$ cat config.mk
export PLATFORM = sky130hd
export DESIGN_NAME = flowing_lights_gen2
export DESIGN_NICKNAME = d
export VERILOG_FILES = /design/src/rtl/flw_pkg.sv /design/src/rtl/flowing_lights_gen2_btn_press_det.sv /design/src/rtl/flowing_lights_gen2.sv
export SDC_FILE = /design/constraint.sdc
export NUM_CORES = 1
export LEC_CHECK = 0
export CORE_MARGIN = 2
export CORE_UTILIZATION = 45
export CTS_CLUSTER_DIAMETER = 100
export DETAILED_ROUTE_END_ITERATION = 8
export GPL_TIMING_DRIVEN = 0
export SLEW_MARGIN = 20
export SYNTH_ARGS = -nofsm -noshare
export SYNTH_HDL_FRONTEND = slang
export SYNTH_SLANG_ARGS = --single-unit
export TNS_END_PERCENT = 100
$ cat constraint.sdc
create_clock -name clk -period 6.25 [get_ports clk]
set_input_delay 0.9375 -clock clk [delete_from_list [all_inputs] [get_ports clk]]
set_output_delay 0.9375 -clock clk [all_outputs]
set_load 0.02 [all_outputs]
$ cat src/rtl/flw_pkg.sv
// Shared encodings for the flowing-lights LED chaser: pattern modes,
// run-control FSM states and direction values.
package flw_pkg;

    typedef enum logic [1:0] {
        MODE_SHIFT  = 2'b00,
        MODE_BOUNCE = 2'b01,
        MODE_FILL   = 2'b10,
        MODE_BLINK  = 2'b11
    } mode_t;

    typedef enum logic [1:0] {
        ST_STOP  = 2'b00,
        ST_RUN   = 2'b01,
        ST_PAUSE = 2'b10
    } state_t;

    // Direction values shared by dir_set and the bounce direction register.
    localparam logic DIR_UP   = 1'b0;  // toward MSB
    localparam logic DIR_DOWN = 1'b1;  // toward LSB

endpackage

$ cat src/rtl/flowing_lights_gen2_btn_press_det.sv
// Push-button front end: two-flop synchroniser, optional debounce and a
// one-cycle rising-edge pulse. A held button yields a single press.
// Optional macro DEBOUNCE_EN: when defined, the synchronised level must stay
// stable for DEB_CYCLES cycles before it is accepted (press latency becomes
// 3 + DEB_CYCLES cycles); when undefined, latency is 3 cycles.
module btn_press_det #(
    parameter int DEB_CYCLES = 200000
) (
    input  logic clk,
    input  logic rst,
    input  logic button,
    output logic press
);

    logic sync_a;
    logic sync_b;
    logic level;
    logic level_q;

    // Bring the asynchronous button into the clk domain.
    // NOTE: sequential state always uses non-blocking assignments so every
    // flop samples the value from before the edge, regardless of block order.
    always_ff @(posedge clk or posedge rst) begin
        if (rst) begin
            sync_a <= 1'b0;
            sync_b <= 1'b0;
        end else begin
            sync_a <= button;
            sync_b <= sync_a;
        end
    end

`ifdef DEBOUNCE_EN
    localparam int DW = (DEB_CYCLES > 1) ? $clog2(DEB_CYCLES + 1) : 1;

    logic [DW-1:0] deb_cnt;
    logic          deb_level;

    // Accept a new level only after DEB_CYCLES consecutive differing samples.
    always_ff @(posedge clk or posedge rst) begin
        if (rst) begin
            deb_cnt   <= '0;
            deb_level <= 1'b0;
        end else if (sync_b == deb_level) begin
            deb_cnt <= '0;
        end else if (deb_cnt == DW'(DEB_CYCLES - 1)) begin
            deb_level <= sync_b;
            deb_cnt   <= '0;
        end else begin
            deb_cnt <= deb_cnt + 1'b1;
        end
    end

    assign level = deb_level;
`else
    assign level = sync_b;
`endif

    // Remember the previous level for rising-edge detection.
    always_ff @(posedge clk or posedge rst) begin
        if (rst) begin
            level_q <= 1'b0;
        end else begin
            level_q <= level;
        end
    end

    assign press = level & ~level_q;

endmodule

$ cat src/rtl/flowing_lights_gen2.sv
// Parametrised LED chaser with SHIFT, BOUNCE, FILL and BLINK patterns,
// run/pause toggle button, 4-step speed select and direction select.
// Optional macro DEBOUNCE_EN enables button debounce in btn_press_det.
module flowing_lights_gen2
    import flw_pkg::*;
#(
    parameter int LED_NUM    = 8,
    parameter int CNT_BASE   = 10000,
    parameter int DEB_CYCLES = 200000
) (
    input  logic               clk,
    input  logic               rst,
    input  logic               button,
    input  logic [1:0]         freq_set,
    input  logic               dir_set,
    input  logic [1:0]         mode_set,
    output logic [LED_NUM-1:0] led,
    output logic               running
);

    // Wide enough for the slowest step period, CNT_BASE << 3.
    localparam int CW = $clog2(CNT_BASE * 8);

    localparam logic [LED_NUM-1:0] LED_BOT = {{(LED_NUM-1){1'b0}}, 1'b1};
    localparam logic [LED_NUM-1:0] LED_TOP = {1'b1, {(LED_NUM-1){1'b0}}};

    state_t             state;
    state_t             state_nxt;
    logic [LED_NUM-1:0] led_nxt;
    logic [CW-1:0]      cnt;
    logic [CW-1:0]      cnt_nxt;
    logic [CW-1:0]      cnt_term;
    logic               bounce_dir;
    logic               bounce_dir_nxt;
    logic [1:0]         mode_q;
    logic [1:0]         freq_q;
    mode_t              mode_cur;
    logic               press;
    logic               tick;
    logic               mode_chg;
    logic               freq_chg;
    logic               load;

    btn_press_det #(
        .DEB_CYCLES(DEB_CYCLES)
    ) u_btn (
        .clk   (clk),
        .rst   (rst),
        .button(button),
        .press (press)
    );

    // Pattern shown when a mode is (re)loaded.
    function automatic logic [LED_NUM-1:0] init_pattern(input mode_t m, input logic d);
        logic [LED_NUM-1:0] p;
        case (m)
            MODE_SHIFT, MODE_BOUNCE: p = (d == DIR_UP) ? LED_BOT : LED_TOP;
            MODE_FILL:               p = '0;
            default:                 p = '1;
        endcase
        return p;
    endfunction

    assign mode_cur = mode_t'(mode_set);
    assign cnt_term = CW'((CNT_BASE << freq_set) - 1);
    assign tick     = (state == ST_RUN) && (cnt == cnt_term);
    assign mode_chg = (mode_set != mode_q);
    assign freq_chg = (freq_set != freq_q);
    assign load     = ((state == ST_STOP) && press) ||
                      ((state != ST_STOP) && mode_chg);

    // Next-state, pattern and step-counter logic.
    // NOTE: every output of this block gets a default first, so no path can
    // leave a signal unassigned and infer a latch.
    always_comb begin
        state_nxt      = state;
        led_nxt        = led;
        cnt_nxt        = cnt;
        bounce_dir_nxt = bounce_dir;

        if (press) begin
            case (state)
                ST_STOP:  state_nxt = ST_RUN;
                ST_RUN:   state_nxt = ST_PAUSE;
                ST_PAUSE: state_nxt = ST_RUN;
                default:  state_nxt = ST_STOP;
            endcase
        end

        if (load) begin
            led_nxt        = init_pattern(mode_cur, dir_set);
            cnt_nxt        = '0;
            bounce_dir_nxt = dir_set;
        end else if (freq_chg && (state != ST_STOP)) begin
            cnt_nxt = '0;
        end else if ((state == ST_RUN) && !press) begin
            // A press on a tick cycle wins: the step is skipped.
            if (tick) begin
                cnt_nxt = '0;
                case (mode_cur)
                    MODE_SHIFT: begin
                        if (dir_set == DIR_UP) begin
                            led_nxt = {led[LED_NUM-2:0], led[LED_NUM-1]};
                        end else begin
                            led_nxt = {led[0], led[LED_NUM-1:1]};
                        end
                    end
                    MODE_BOUNCE: begin
                        if (bounce_dir == DIR_UP) begin
                            if (led[LED_NUM-1]) begin
                                led_nxt        = led >> 1;
                                bounce_dir_nxt = DIR_DOWN;
                            end else begin
                                led_nxt = led << 1;
                            end
                        end else begin
                            if (led[0]) begin
                                led_nxt        = led << 1;
                                bounce_dir_nxt = DIR_UP;
                            end else begin
                                led_nxt = led >> 1;
                            end
                        end
                    end
                    MODE_FILL: begin
                        if (&led) begin
                            led_nxt = '0;
                        end else if (dir_set == DIR_UP) begin
                            led_nxt = (led << 1) | LED_BOT;
                        end else begin
                            led_nxt = (led >> 1) | LED_TOP;
                        end
                    end
                    default: led_nxt = ~led;
                endcase
            end else begin
                cnt_nxt = cnt + 1'b1;
            end
        end
    end

    // State, pattern, counter and change-detect registers.
    always_ff @(posedge clk or posedge rst) begin
        if (rst) begin
            state      <= ST_STOP;
            led        <= '0;
            cnt        <= '0;
            bounce_dir <= DIR_UP;
            running    <= 1'b0;
            mode_q     <= 2'b00;
            freq_q     <= 2'b00;
        end else begin
            state      <= state_nxt;
            led        <= led_nxt;
            cnt        <= cnt_nxt;
            bounce_dir <= bounce_dir_nxt;
            running    <= (state_nxt == ST_RUN);
            mode_q     <= mode_set;
            freq_q     <= freq_set;
        end
    end

endmodule

==> out/summary.md <==
The flow ran to the end, and the final reports show no timing, DRC or antenna violations. The register bit total from synthesis was 36. In this run, synthesis inferred 0 flip-flops with an integrated enable. In this run the critical register-to-register path is captured at cnt[15]. Post-cts gate resize count: 0. The Yosys step of the flow raised 0 warnings. The HPWL after detailed placement is 3768 um. The floorplan step defined a core boundary enclosing 5075 sq um. The mean routed wirelength per cell came out at 14.43 um.

In this run, post-CTS hold repair placed 0 buffers. The number of global-route vias before repair is 1984. Summed over all failing endpoints, the final setup total negative slack is 0 ns. The highest routing layer actually used was met4. The worst path meets setup with 2.583 ns of slack. The antenna diode count was 0; the number of hold-slack violations in the final timing report was 0. The number of standard cells after synthesis was 261; the DRC violation count after routing was 0. Of all nets on the critical path, the largest fanout is 9. The die covers 5801 sq um. The complex-gate fraction of the synthesized area was 17.46%; the filler-free cell count of the finished design was 355. The tool flagged a number of max-cap violations equal to 0. The tools report the startpoint of the most critical register-to-register path as cnt[8]. Once the floorplan was initialized, standard cells occupied 46.18% of the core. The detailed-router iteration count before antenna repair was 4. In the detailed route, the total length drawn on met2 is 2426 um. The run gives 300 as the final-stage net count. After synthesis the cells add up to 2343 sq um.

The final critical-path share of the clock period was 58.68%; the number of buffer and inverter instances along the worst setup path was 2. Traced cell by cell, the critical path runs through clkdlybuf4s50_1, inv_1, ha_1, xor2_1, nand4_1, nor4b_4, a21boi_1, and3_2, a221o_2. Across every metal layer, demand over resource in global routing totals 19.50%.

Basic-gate share of the synthesized area counting and, or, nand and nor cells: 26.48%. The largest total area in the synthesized netlist belongs to sky130_fd_sc_hd__dfrtp_1. The count of nets left with antenna violations once routing finished came out at 0. By area the synthesized netlist is led by sky130_fd_sc_hd__dfrtp_1, sky130_fd_sc_hd__xnor2_1, sky130_fd_sc_hd__nand2_1. The most critical setup path has its startpoint at freq_set[1]. The run gives 3.84 ns as the critical path data arrival time. From bottom edge to top edge, the die measures 76.17 um. The tree built by TritonCTS fans out to 36 sinks.

At the pin with the least slew margin, the transition time is 0.6251 ns. The fraction of post-synthesis cell area in the top cell type by area is 38.44%, and the via count is 2000. By startpoint and endpoint, the worst setup path is classified as in -> reg.

The largest single stage delay on the critical path is 0.71 ns. The clock slew at the register clock pins of the worst setup and hold paths works out to 0.07 ns. STA classifies the critical path endpoint as a flop.

The run gives 0 as the final count of negative-setup-slack endpoints. The cell family contributing the most delay on the critical path is simple AND/OR/NAND/NOR gates. TritonCTS built the clock tree.

The tools report the routed metal-1 wire length as 2437 um. The count of input and output buffers is 16, and the normalized max-slew margin is 58.33%. The die span in x was 76.17 um; the fraction of layout cells with a size suffix above 1 was 8.070%.

The logs give 0 for the total setup buffers inserted after CTS and 2 for the H-tree depth. The number of nets in the synthesized netlist is 276. In the detailed route, the total length drawn on met3 is 188 um.

The minimum setup slack after placement was 2.232 ns; the proportion of register bits with asynchronous set or reset after synthesis was 100.0%. The via-per-instance ratio came out at 5.634. Root buffer cell: sky130_fd_sc_hd__clkbuf_8. For the number of antenna violations at the first check in global routing, the log shows 0. The top-level I/O count is 17, and the total wire length is 5122 um. The number of slew-limit violations in the final report is 0, and the final period demand of the worst path is 3.667 ns. The total overflow left after global routing is 0. The area added between synthesis and finish is 15.54%. VDD sags by at most 0.0001588 V. The design draws 0.8675 mW.

Cells fill 53.35% of the core in the end. The critical path ends at cnt[15]. Synthesis instantiated 53 different standard cells from the library. The first global-routing pass estimated 9170 um of wire. Fill cell instance count of the final layout: 499. The power density relative to cell area was 320.4 nW/um^2; the count of cells along the worst hold path was 0. The min-delay analysis places its worst path in the category reg -> reg.

The element type at the critical path start is an input pin. Setup repair after global routing left no endpoint under its margin. The number of placed instances, taps included is 348, and the placement row count is 26. The register-to-register path setup slack was 3.80 ns.

In this run the number of cells on the critical path is 9. The number of clock buffers added by TritonCTS is 5. For the worst-skew pair, the clock arrives at the later sink with an insertion delay of 0.28 ns. By area, the combinational part of the netlist is dominated by simple AND/OR/NAND/NOR gates. The data required time of the critical path is 6.42 ns, and the adder-cell share of the synthesized area is 3.737%. No sink is reached through more buffers than the 2 on the longest clock path. The depth of the worst register-to-register path is 7, and the xor and xnor fraction of the mapped netlist area is 8.169%. A synthesized cell averages 8.979 sq um. The highest attainable clock frequency was 272.7 MHz; the static power due to leakage was 1.141 nW. Entering global routing, the biggest net connects 34 pins.

Measured against the total synthesized area, the mux share comes to 2.563%. The tools report the starting DRC count in detailed routing as 194. For this run, the register share of the synthesized area comes to 38.44%. At the end of routability-driven placement, the weighted congestion stood at 0.8493.

The leading register cell type out of synthesis was sky130_fd_sc_hd__dfrtp_1. For the final database, setup skew stands at 0.006493 ns. Cell with the largest stage delay on the worst path: sky130_fd_sc_hd__clkdlybuf4s50_1.
## metrics by stage
| step | hold WS, ns | cell area (sq um) |
|---|---|---|
| 2_1_floorplan | 0.3312 | 2344 |
| 3_3_place_gp | 0.3437 | 2591 |
| 3_5_place_dp | 0.3371 | 2611 |
| 4_1_cts | 0.3589 | 2708 |
| 5_1_grt | 0.3691 | 2708 |
| 6_report | 0.3581 | 2708 |
## layer usage
layer | vias to the layer above | GRT usage (%)
met1 | 956 | 26.28
met4 | 0 | 7.091
met5 | - | 0
met3 | 8 | 3.318
met2 | 42 | 31.79
li1 | 994 | -
## worst min path at each step
stage,start,end
4_1_cts,u_btn.sync_a,u_btn.level
3_5_place_dp,u_btn.sync_a,u_btn.level
5_1_grt,u_btn.sync_a,u_btn.level
6_report,u_btn.sync_a,u_btn.level
3_3_place_gp,u_btn.sync_a,u_btn.level
2_1_floorplan,u_btn.sync_a,u_btn.level
## layout by cell type (no fill, tap or decap), types with 2 or more instances in the layout
cell type                         Yosys  layout
sky130_fd_sc_hd__o21ai_0              9       9
sky130_fd_sc_hd__a31oi_1              5       5
sky130_fd_sc_hd__nand2b_1             6       6
sky130_fd_sc_hd__o22ai_1              8       8
sky130_fd_sc_hd__nor3_1               7       7
sky130_fd_sc_hd__buf_4                2       2
sky130_fd_sc_hd__nand4_1             11      11
sky130_fd_sc_hd__inv_1                5       4
sky130_fd_sc_hd__and3_1               9       9
sky130_fd_sc_hd__mux2i_1              6       6
sky130_fd_sc_hd__clkbuf_8             0       7
sky130_fd_sc_hd__nor3b_1              2       2
sky130_fd_sc_hd__a21oi_1             15      15
sky130_fd_sc_hd__o211ai_1             3       3
sky130_fd_sc_hd__ha_1                 7       7
sky130_fd_sc_hd__a22o_2               2       2
sky130_fd_sc_hd__xnor2_1             13      13
sky130_fd_sc_hd__buf_2                2       2
sky130_fd_sc_hd__clkbuf_1             7       7
sky130_fd_sc_hd__nor2_1              18      18
sky130_fd_sc_hd__dfrtp_1             36      36
sky130_fd_sc_hd__nor4_1               2       2
sky130_fd_sc_hd__a211oi_1             6       6
sky130_fd_sc_hd__clkdlybuf4s50_1      0      16
sky130_fd_sc_hd__and3b_1              2       2
sky130_fd_sc_hd__o21a_1               2       2
sky130_fd_sc_hd__nor2b_1              3       3
sky130_fd_sc_hd__nand3_1              6       6
sky130_fd_sc_hd__and4_1               2       2
sky130_fd_sc_hd__and2_1               4       4
sky130_fd_sc_hd__nand2_1             29      29
sky130_fd_sc_hd__xor2_1               7       7
sky130_fd_sc_hd__or4_1                2       2
sky130_fd_sc_hd__or3_1                2       2
## cells in the mapped netlist, drive strengths merged, types with 7 or more instances
library cell	number
nand2	30
nor2	18
ha	7
a21oi	15
xor2	7
dfrtp	36
clkbuf	7
o21ai	9
xnor2	14
nand4	11
nor3	8
o22ai	8
and3	10
## logic make-up after synthesis
group / count (synthesis)
AO/OA/AOI/OAI: 61
XOR/XNOR: 21
adder cells (fa/ha/maj): 7
buffers and inverters: 17
flip-flops: 36
multiplexers: 6
AND/OR/NAND/NOR: 113
## where the power goes
part	internal (mW)	switching [mW]	leakage [nW]	total (mW)
clock	0.0981	0.0770	0.0503	0.175
sequential	0.272	0.0537	0.466	0.326
combinational	0.160	0.207	0.625	0.367
## cell type report
cell class | instances | area [sq um] | share of cell area [%]
Tap cell | 70 | 87.58 | 3.235
Clock buffer | 7 | 96.34 | 3.558
Inverter | 5 | 18.77 | 0.6932
Timing Repair Buffer | 17 | 180.2 | 6.654
Buffer | 12 | 55.05 | 2.033
Multi-Input combinational cell | 208 | 1369 | 50.55
Sequential cell | 36 | 900.9 | 33.27
## sequential cells by signal (all words and copies together) (netlist names)
name,flops
mode_q,2
bounce_dir,1
u_btn.level,1
cnt,17
led,8
running,1
u_btn.level_q,1
state,2
freq_q,2
u_btn.sync_a,1
(Power assumes the default switching activity.)
